<file path="src/rtl/rld_multi_port_arb.sv">
// rld_multi_port_arb
//   N-port user-side front end for the RLDRAM-II controller. It arbitrates N
//   independent command streams onto the controller's single command
//   interface using round-robin with direction-preserving grant bursts. It
//   returns read data to the issuing port in order, using a FIFO of port
//   tags.
//
// Ports
//   sysClk, sysReset       controller clock, synchronous active-high reset
//   port_cmd_valid/ready   per-port command handshake (ready one-hot or zero)
//   port_cmd_wr            per-port direction (1 = write)
//   port_addr, port_wdata  flattened per-port address / write data
//   port_rd_valid          one-hot read-return strobe
//   port_rd_data           read data, broadcast to all ports
//   ctl_cmd_*              registered command slot towards the controller
//   ctl_rd_valid/data      read data from the controller
//   rd_outstanding         reads issued and not yet returned
//   err_unexp_rd           sticky: read data arrived with no read outstanding
module rld_multi_port_arb #(
  parameter int NUM_PORTS    = 4,
  parameter int APP_AD_WIDTH = 26,
  parameter int APP_DW       = 144,
  parameter int RD_TAG_DEPTH = 16,
  parameter int HOLD_MAX     = 4
) (
  input  logic                              sysClk,
  input  logic                              sysReset,
  input  logic [NUM_PORTS-1:0]              port_cmd_valid,
  output logic [NUM_PORTS-1:0]              port_cmd_ready,
  input  logic [NUM_PORTS-1:0]              port_cmd_wr,
  input  logic [NUM_PORTS*APP_AD_WIDTH-1:0] port_addr,
  input  logic [NUM_PORTS*APP_DW-1:0]       port_wdata,
  output logic [NUM_PORTS-1:0]              port_rd_valid,
  output logic [APP_DW-1:0]                 port_rd_data,
  output logic                              ctl_cmd_valid,
  input  logic                              ctl_cmd_ready,
  output logic                              ctl_cmd_wr,
  output logic [APP_AD_WIDTH-1:0]           ctl_addr,
  output logic [APP_DW-1:0]                 ctl_wdata,
  input  logic                              ctl_rd_valid,
  input  logic [APP_DW-1:0]                 ctl_rd_data,
  output logic [$clog2(RD_TAG_DEPTH):0]     rd_outstanding,
  output logic                              err_unexp_rd
);

  localparam int PW  = (NUM_PORTS > 1) ? $clog2(NUM_PORTS) : 1;
  localparam int TAW = $clog2(RD_TAG_DEPTH);
  localparam int CW  = TAW + 1;
  localparam int HW  = $clog2(HOLD_MAX + 1);

  localparam logic [0:0] ST_ARB  = 1'b0;
  localparam logic [0:0] ST_HOLD = 1'b1;

  function automatic logic [PW-1:0] next_port(input logic [PW-1:0] p);
    return (p == PW'(NUM_PORTS - 1)) ? '0 : p + PW'(1);
  endfunction

  function automatic logic [NUM_PORTS-1:0] onehot(input logic [PW-1:0] p);
    logic [NUM_PORTS-1:0] r;
    r    = '0;
    r[p] = 1'b1;
    return r;
  endfunction

  // arbiter state
  logic [0:0]           state;
  logic [PW-1:0]        rr_ptr;
  logic [PW-1:0]        owner;
  logic                 owner_dir;
  logic [HW-1:0]        hold_cnt;

  // read tag FIFO
  logic [PW-1:0]        tag_mem [RD_TAG_DEPTH];
  logic [TAW-1:0]       tag_wp;
  logic [TAW-1:0]       tag_rp;
  logic [CW-1:0]        tag_cnt;

  // command output slot and read-return registers
  logic                 cmd_vld_p1;
  logic                 cmd_wr_p1;
  logic [APP_AD_WIDTH-1:0] cmd_addr_p1;
  logic [APP_DW-1:0]    cmd_wdata_p1;
  logic [NUM_PORTS-1:0] rd_vld_p1;
  logic [APP_DW-1:0]    rd_data_p1;
  logic                 err_p1;

  logic [NUM_PORTS-1:0] elig;
  logic                 tag_full;
  logic                 slot_free;
  logic                 hold_ok;
  logic                 gnt_vld;
  logic [PW-1:0]        gnt_idx;
  logic [PW-1:0]        scan_base;
  logic                 fire;
  logic                 push;
  logic                 pop;
  logic [APP_AD_WIDTH-1:0] gnt_addr;
  logic [APP_DW-1:0]    gnt_wdata;

  // ---- stage p0: eligibility, grant selection, port handshake ----
  always_comb begin
    tag_full  = (tag_cnt == CW'(RD_TAG_DEPTH));
    slot_free = !cmd_vld_p1 || ctl_cmd_ready;
    // A pop in this cycle is not counted: full is judged on the registered count.
    for (int i = 0; i < NUM_PORTS; i++) begin
      elig[i] = port_cmd_valid[i] && (port_cmd_wr[i] || !tag_full);
    end
  end

  always_comb begin
    logic [PW-1:0] c_idx;
    int            c;
    c       = 0;
    c_idx   = '0;
    hold_ok = (state == ST_HOLD) && elig[owner] &&
              (port_cmd_wr[owner] == owner_dir) && (hold_cnt < HW'(HOLD_MAX));
    // Leaving a burst restarts the scan just past the owner in the same cycle.
    scan_base = (state == ST_HOLD) ? next_port(owner) : rr_ptr;
    gnt_vld   = 1'b0;
    gnt_idx   = '0;
    if (hold_ok) begin
      gnt_vld = 1'b1;
      gnt_idx = owner;
    end else begin
      for (int k = 0; k < NUM_PORTS; k++) begin
        c = int'(scan_base) + k;
        if (c >= NUM_PORTS) c = c - NUM_PORTS;
        c_idx = PW'(c);
        if (!gnt_vld && elig[c_idx]) begin
          gnt_vld = 1'b1;
          gnt_idx = c_idx;
        end
      end
    end
  end

  always_comb begin
    gnt_addr  = '0;
    gnt_wdata = '0;
    for (int i = 0; i < NUM_PORTS; i++) begin
      if (gnt_idx == PW'(i)) begin
        gnt_addr  = port_addr[i*APP_AD_WIDTH +: APP_AD_WIDTH];
        gnt_wdata = port_wdata[i*APP_DW +: APP_DW];
      end
    end
  end

  assign fire           = slot_free && gnt_vld && !sysReset;
  assign port_cmd_ready = fire ? onehot(gnt_idx) : '0;
  assign push           = fire && !port_cmd_wr[gnt_idx];
  assign pop            = ctl_rd_valid && (tag_cnt != '0) && !sysReset;

  always_ff @(posedge sysClk) begin
    if (sysReset) begin
      state     <= ST_ARB;
      rr_ptr    <= '0;
      owner     <= '0;
      owner_dir <= 1'b0;
      hold_cnt  <= '0;
    end else if (slot_free) begin
      if (hold_ok) begin
        hold_cnt <= hold_cnt + HW'(1);
      end else if (gnt_vld) begin
        owner     <= gnt_idx;
        owner_dir <= port_cmd_wr[gnt_idx];
        hold_cnt  <= HW'(1);
        if (HOLD_MAX > 1) begin
          state  <= ST_HOLD;
          rr_ptr <= (state == ST_HOLD) ? next_port(owner) : rr_ptr;
        end else begin
          state  <= ST_ARB;
          rr_ptr <= next_port(gnt_idx);
        end
      end else if (state == ST_HOLD) begin
        state  <= ST_ARB;
        rr_ptr <= next_port(owner);
      end
    end
  end

  always_ff @(posedge sysClk) begin
    if (sysReset) begin
      tag_wp  <= '0;
      tag_rp  <= '0;
      tag_cnt <= '0;
    end else begin
      if (push) tag_wp <= tag_wp + TAW'(1);
      if (pop)  tag_rp <= tag_rp + TAW'(1);
      case ({push, pop})
        2'b10:   tag_cnt <= tag_cnt + CW'(1);
        2'b01:   tag_cnt <= tag_cnt - CW'(1);
        default: tag_cnt <= tag_cnt;
      endcase
    end
  end

  always_ff @(posedge sysClk) begin
    if (push) tag_mem[tag_wp] <= gnt_idx;
  end

  // ---- stage p1: registered command slot and read return ----
  always_ff @(posedge sysClk) begin
    if (sysReset) begin
      cmd_vld_p1   <= 1'b0;
      cmd_wr_p1    <= 1'b0;
      cmd_addr_p1  <= '0;
      cmd_wdata_p1 <= '0;
    end else if (slot_free) begin
      cmd_vld_p1 <= fire;
      if (fire) begin
        cmd_wr_p1    <= port_cmd_wr[gnt_idx];
        cmd_addr_p1  <= gnt_addr;
        cmd_wdata_p1 <= gnt_wdata;
      end
    end
  end

  always_ff @(posedge sysClk) begin
    if (sysReset) begin
      rd_vld_p1  <= '0;
      rd_data_p1 <= '0;
      err_p1     <= 1'b0;
    end else begin
      rd_vld_p1 <= pop ? onehot(tag_mem[tag_rp]) : '0;
      if (pop) rd_data_p1 <= ctl_rd_data;
      if (ctl_rd_valid && (tag_cnt == '0)) err_p1 <= 1'b1;
    end
  end

  assign ctl_cmd_valid  = cmd_vld_p1;
  assign ctl_cmd_wr     = cmd_wr_p1;
  assign ctl_addr       = cmd_addr_p1;
  assign ctl_wdata      = cmd_wdata_p1;
  assign port_rd_valid  = rd_vld_p1;
  assign port_rd_data   = rd_data_p1;
  assign rd_outstanding = tag_cnt;
  assign err_unexp_rd   = err_p1;

endmodule

</file>
<file path="config.mk">
export PLATFORM = sky130hd
export DESIGN_NAME = rld_multi_port_arb
export DESIGN_NICKNAME = d
export VERILOG_FILES = /design/src/rtl/rld_multi_port_arb.sv
export SDC_FILE = /design/constraint.sdc
export NUM_CORES = 1
export LEC_CHECK = 0
export ABC_CLOCK_PERIOD_IN_PS = 4150
export BUFFER_PORTS_ARGS = -buffer_cell sky130_fd_sc_hd__clkbuf_2
export CAP_MARGIN = 20
export CORE_AREA = 2 2 451 453
export CTS_CLUSTER_DIAMETER = 120
export DETAILED_ROUTE_END_ITERATION = 10
export DIE_AREA = 0 0 453 455
export HOLD_SLACK_MARGIN = 0.02
export PLACE_DENSITY = 0.33
export SYNTH_ARGS = -nofsm -noshare
export SYNTH_HDL_FRONTEND = slang
export SYNTH_SLANG_ARGS = --single-unit
</file>
<file path="constraint.sdc">
create_clock -name sysClk -period 4.15 [get_ports sysClk]
set_clock_uncertainty 0.05 [all_clocks]
set_input_delay 0.2075 -clock sysClk [delete_from_list [all_inputs] [get_ports sysClk]]
set_output_delay 0.2075 -clock sysClk [all_outputs]
set_load 0.02 [all_outputs]
</file>
Word level (Yosys, flattened, before mapping) --
Memories as Yosys holds them, arrays and structs flattened. A register that Yosys moved wholly into a read port is not among the register bits. Index checks and enable logic that the tools add are counted. W data, S select, Z words.
Cells by class: add/subtract/negate cells 13, magnitude comparators 14, equal/unequal tests 8, mux-type cells 58, bitwise logic cells 2, reduce and logical (&&, ||, !) cells 40
Operators by type and width (number):
- $mux W144 | 4
- $mux W26 | 4
- $mux W2 | 15
- $lt A2 B3 Y1 const B | 7
- $mux W1 | 20
- $logic_and A1 B1 Y1 | 18
- $bmux W1 S2 | 7
- $mux W4 | 3
- $pmux W5 S2 | 1
- $ge A3 B3 Y1 const B | 3
- $add A4 B1 Y4 const B | 2
- $eq A2 B2 Y1 const B | 4
- $sub A2 B1 Y2 const B | 4
- $logic_not A1 Y1 | 7
- $add A2 B2 Y3 const B | 2
- $mux W3 | 2
- $reduce_and A2 Y1 | 3
- $add A5 B1 Y5 const B | 1
- $eq A5 B5 Y1 const B | 1
- $logic_not A5 Y1 | 1
- $logic_or A1 B1 Y1 | 5
- $reduce_bool A5 Y1 | 1
- $sub A5 B1 Y5 const B | 1
- $demux W1 S2 | 2
- 13 further kinds | 17
Storage, ports and cells: register bits 343, memory bits (writable) 32, input port bits 836, output and inout bits 330, logic and storage cells 151, memories kept 1
Memory list:
- tag_mem | words 16, bits a word 2, read ports 1, clocked after memory_dff 1, wr ports 1, line 73 | logic [PW-1:0] tag_mem [RD_TAG_DEPTH];

Logic depth before layout (Yosys ltp) --
depth in word-level cells 32, gate-level depth with buffers 20, gate-level depth less buffers 18

Worst setup path before layout --
OpenSTA, ideal clock, no wires.
path kind register to register, start point register tag_cnt[1] (netlist: rd_outstanding[1]), end point register tag_cnt[4] (netlist: rd_outstanding[4]), setup time 0.070 ns, data arrival time 4.161 ns, required time 4.030 ns, slack -0.132 ns, cell stages (with the launch flop) 21, path buffers 3, clock period less this slack 4.282 ns, cells stage by stage dfxtp_1 or3_1 buf_2 o31ai_2 o32ai_1 o21a_1 o31a_1 buf_6 o2111ai_1 and2_1 ha_1 clkbuf_1 xor2_1 ha_1 a21oi_1 nor2b_1 o21ai_0 a21oi_1 nor2_1 or3_1 a21oi_1
On the way: longest elaborated chain between the ends 26, elaborated cells between the ends (all ways) 57, classes of those cells add/sub (2); eq/ne (3); mux (26); reduce/logical (26)
Ends and longest elaborated chain:
- start, declared | line 76 | logic [CW-1:0] tag_cnt;
- start signal, assigned | line 190 | 2'b10: tag_cnt <= tag_cnt + CW'(1);
- start signal, assigned | line 191 | 2'b01: tag_cnt <= tag_cnt - CW'(1);
- start signal, assigned | line 192 | default: tag_cnt <= tag_cnt;
- $eq A5 B5 Y1 | line 102 | tag_full = (tag_cnt == CW'(RD_TAG_DEPTH));
- $logic_not A1 Y1 | line 106 | elig[i] = port_cmd_valid[i] && (port_cmd_wr[i] || !tag_full);
- $logic_or A1 B1 Y1 | line 106
- $logic_and A1 B1 Y1 | line 106
- $bmux W1 S2 | line 129 | if (!gnt_vld && elig[c_idx]) begin
- $mux W1 (not written as such) | line 129
- $mux W1 | line 129
- $mux W1 | line 121 | if (hold_ok) begin
- [10 not listed]
- $mux W2 | line 129
- $mux W2 | line 121
- $bmux W1 S2 | line 150 | assign push = fire && !port_cmd_wr[gnt_idx];
- $mux W1 (not written as such) | line 150
- $logic_not A1 Y1 | line 150
- $logic_and A1 B1 Y1 | line 150
- $eq A2 B1 Y1 / $eq A2 B2 Y1 (equally long branches) | line 189 | case ({push, pop})
- $pmux W5 S2 / $reduce_bool A2 Y1 (equally long branches)
Several ways; a longest one is shown, not always the timed one. The select of a mux whose other input is x is not followed. A chain may end at the register's enable or synchronous reset.

Worst setup path in the final report --
start point register tag_cnt[3] (netlist: rd_outstanding[3]), end point register cmd_addr_p1[5] (netlist: ctl_addr[5])
On the way: longest elaborated chain between the ends 25, elaborated cells between the ends (all ways) 53, classes of those cells eq/ne (4); mux (27); reduce/logical (22)
Ends and longest elaborated chain:
- $eq A5 B5 Y1 * | line 102
- $logic_not A1 Y1 * | line 106
- $logic_or A1 B1 Y1 | line 106
- $logic_and A1 B1 Y1 | line 106
- $bmux W1 S2 | line 129
- $mux W1 (not written as such) | line 129
- $mux W1 | line 129
- $mux W1 | line 121
- [6 not listed]
- $mux W1 | line 129
- $mux W1 | line 121
- $logic_not A1 Y1 | line 129
- $logic_and A1 B1 Y1 | line 129
- $mux W2 | line 129
- $mux W2 | line 121
- $logic_not A2 Y1 | line 141 | if (gnt_idx == PW'(i)) begin
- $mux W26 (4 in series) | line 141
- end signal, assigned | line 212 | cmd_addr_p1 <= gnt_addr;
- end, declared | line 81 | logic [APP_AD_WIDTH-1:0] cmd_addr_p1;
Mark *: on every way between the ends. The rest lies on a longest branch, timed or not. The select of a mux whose other input is x is not followed.

==> qor.yml <==
postLayoutCoreUtil_pct: 17.8
hold_viol: 0
netSwitchingFraction_pct: 37.8
final_cell_mix: "clkbuf_2 (1164), dlygate4sd3_1 (833), dfxtp_1 (347)"
cts_buffers: 54
cts_tree: "done"
drc: 0
wl_per_cell_um: 19.4
place.gp.congestion: 0.884
die_area_um2: 206000
worst_pin_slew_ps: 987
finalMaxSlewViolations: 0
rows: 165
internal_power_mw: 10.0
layout_commonest_cell: "clkbuf_2"
finalSetupViolations: 0
reg2reg_from: "rd_outstanding[3]"
grt_max_degree: 148
vias_per_cell: 3.53
pin_count: 1166
hold_path_startpoint: "port_cmd_valid[2]"
leakage_nw: 15.3
path_max_fanout: 24
worstPathCellList: "or3_4 > o31ai_4 > o22ai_2 > buf_4 > o211ai_1 > o31a_4 > buf_12 > nor3_4 > buf_6 > buf_12 > buf_12 > a222oi_1 > dlygate4sd3_1 > o21ai_1"
nets: 4536
rr_worst_depth: 14
fp.dieH_um: 455
power_density_nw_per_um2: 449
ctsHtreeMaxLevel: 2
drive_gt1_share_pct: 37.0
r2r_end: "ctl_addr[5]"
cap_violations: 0
grt_overflow: 0
synth_seq_cells: 379
drt_iter0_drc: 1856
initial_utilization_pct: 8.07
holdPathStages: 6
hold_end: "owner[1]"
grt_pass1_vias: 23000
dr.pass1.iters: 10
outcome: "finished, final reports clean"
syn-num-nets: 2539
netlist_instances: 1694
place_hpwl_mm: 96.4
clockBufferDepth: 3
vias: 22600
io_buffers: 1165
regToRegSetupSlack_ps: 90
die_width_um: 453
clkLatencyLatePin_ps: 670
ys_seq_area_share_pct: 48.7
grt_pass1_wl_mm: 168
final_cells: 6415
max-slew-margin-rel_pct: 34.2
totalWireLength_mm: 124
antenna_found_initial: 34
seq_power_share_pct: 30.6
synth-main-ff-cell: "dfxtp_1"
combPwrFrac_pct: 40.3
clk_pin_slew_ps: 60
syn-cell-area_um2: 16300
yosysUniqueCellTypes: 60
peakVddDrop_v: 0.000363
worstSetupStartpointType: "flip-flop"
p_clk_share_pct: 29.1
synth_edf_count: 32
core_um2: 201000
fin_crit_ps: 4060
ant_nets: 0
fmax_ghz: 0.247
crit_required_ps: 4650
cpPeakStageDelay_ps: 610
ys_async_sr_fraction_pct: 0
arrival_ps: 4560
critPathKind: "flip-flop to flip-flop"
hp-class: "input pin to flip-flop"
p_switching_mw: 6.10
avgSynthCellArea_um2: 9.59
areaGrowthSynthToFinish_pct: 121
crit_slowest_cell: "dlygate4sd3_1"
clock-sinks: 379
crit_path_frequent_cell: "buf_12"
endpoint_kind: "flip-flop"
finalCritPeriodShare_pct: 97.7
dp_cells: 5464
cts_root_buf: "clkbuf_16"
grt_util_all_layers_pct: 11.2
ys.warnings.count: 0
registers in the layout (all words and copies together) (netlist names), 3 cells and up, named ones only:
name and count:
tag_wp 4, tag_mem 32, hold_cnt 3, ctl_wdata 144
port_rd_data 144, port_rd_valid 4, tag_rp 4, rd_outstanding 5
ctl_addr 26
worst max-delay path by stage:
stage	startpoint	to	cells after the start
after floorplan	rd_outstanding[1]	rd_outstanding[4]	18
after global placement	rd_outstanding[1]	rd_outstanding[4]	18
after detailed placement	rd_outstanding[1]	ctl_wdata[101]	10
after CTS	rd_outstanding[1]	ctl_addr[5]	14
after global routing	rd_outstanding[3]	rd_outstanding[4]	20
final	rd_outstanding[3]	ctl_addr[5]	14
what timing repair did:
item                       in CTS  in global routing
hold endpoints to repair      338                  0
pin swaps                       2                  4
resized for setup               7                 11
hold buffers                  833                  0
setup endpoints to repair      23                 73
gates cloned                    0                  2
buffers inserted                2                  6
power by group through the flow:
stage	Sequential [mW]	Combinational, mW	Clock [mW]
6_report	4.93	6.50	4.69
5_1_grt	5.01	6.98	5.02
4_1_cts	4.92	6.50	4.92
3_5_place_dp	4.99	5.39	0
3_3_place_gp	4.98	5.40	0
2_1_floorplan	5.72	2.14	0
through the flow:
stage | worst slack, ps | power [mW] | area [um2] | hold slack, ps | setup TNS [ps]
6_report | 94.0 | 16.1 | 35900 | 144 | 0
5_1_grt | -30.7 | 17.0 | 35900 | 171 | -35.1
4_1_cts | 33.7 | 16.3 | 35700 | 57.6 | 0
3_5_place_dp | -88.9 | 10.4 | 25600 | 387 | -253
3_3_place_gp | -94.3 | 10.4 | 25600 | 382 | -107
2_1_floorplan | 42.1 | 7.86 | 16300 | 294 | 0
cell type report:
| cell class | instances | area, um2 |
|---|---|---|
| Sequential cell | 379 | 7910 |
| Tap cell | 2672 | 3340 |
| Inverter | 9 | 33.8 |
| Clock inverter | 13 | 156 |
| Clock buffer | 82 | 1590 |
| Antenna cell | 13 | 32.5 |
| Multi-Input combinational cell | 1153 | 7740 |
| Fill cell | 22600 | 165000 |
| Timing Repair Buffer | 2094 | 15100 |
critical path: cells and delay by family, from the launching register on:
| family | cells | cell delay [ps] |
|---|---|---|
| AOI/OAI and AO/OA | 6 | 1420 |
| buffers and inverters | 6 | 1490 |
| DFF | 1 | 320 |
| and+or+nand+nor | 2 | 540 |
synth_stat cells (all sizes together), types with 3 or more instances:
cell type | count | share of area (%)
a211oi | 4 | 0.18
a21boi | 3 | 0.14
a21oi | 159 | 4.9
xor2 | 6 | 0.32
clkbuf | 107 | 2.5
inv | 9 | 0.21
or3 | 4 | 0.15
xnor2 | 3 | 0.16
and2 | 12 | 0.46
nand2 | 307 | 7.1
a222oi | 170 | 10
mux2i | 174 | 11
nor4 | 3 | 0.15
a22oi | 3 | 0.14
o31a | 5 | 0.27
nor3 | 9 | 0.35
and3 | 3 | 0.12
mux4 | 11 | 1.5
o21a | 3 | 0.14
nand2b | 5 | 0.19
nor2 | 34 | 0.79
buf | 47 | 1.9
nor3b | 3 | 0.17
o21ai | 182 | 5.6
edfxtp | 32 | 5.9
ha | 9 | 0.69
nor2b | 11 | 0.42
o31ai | 3 | 0.20
dfxtp | 347 | 43
cell families after synthesis:
| kind of cell | synth area share (%) |
|---|---|
| fa+ha+maj | 0.693 |
| flops | 48.7 |
| xor+xnor | 0.485 |
| buf+inv | 4.57 |
| compound gates | 23.0 |
| mux | 12.5 |
| simple gates | 10.1 |
layer usage:
layer  GRT usage [%]  vias up  routed length [um]
met4            5.17       10                5960
li1                -    10400                   -
met3            2.59      225                8510
met5               0        -                  69
met2            19.7     1081               62200
met1            12.8    10900               47400
Note: power is estimated with default switching activity, not from simulation.
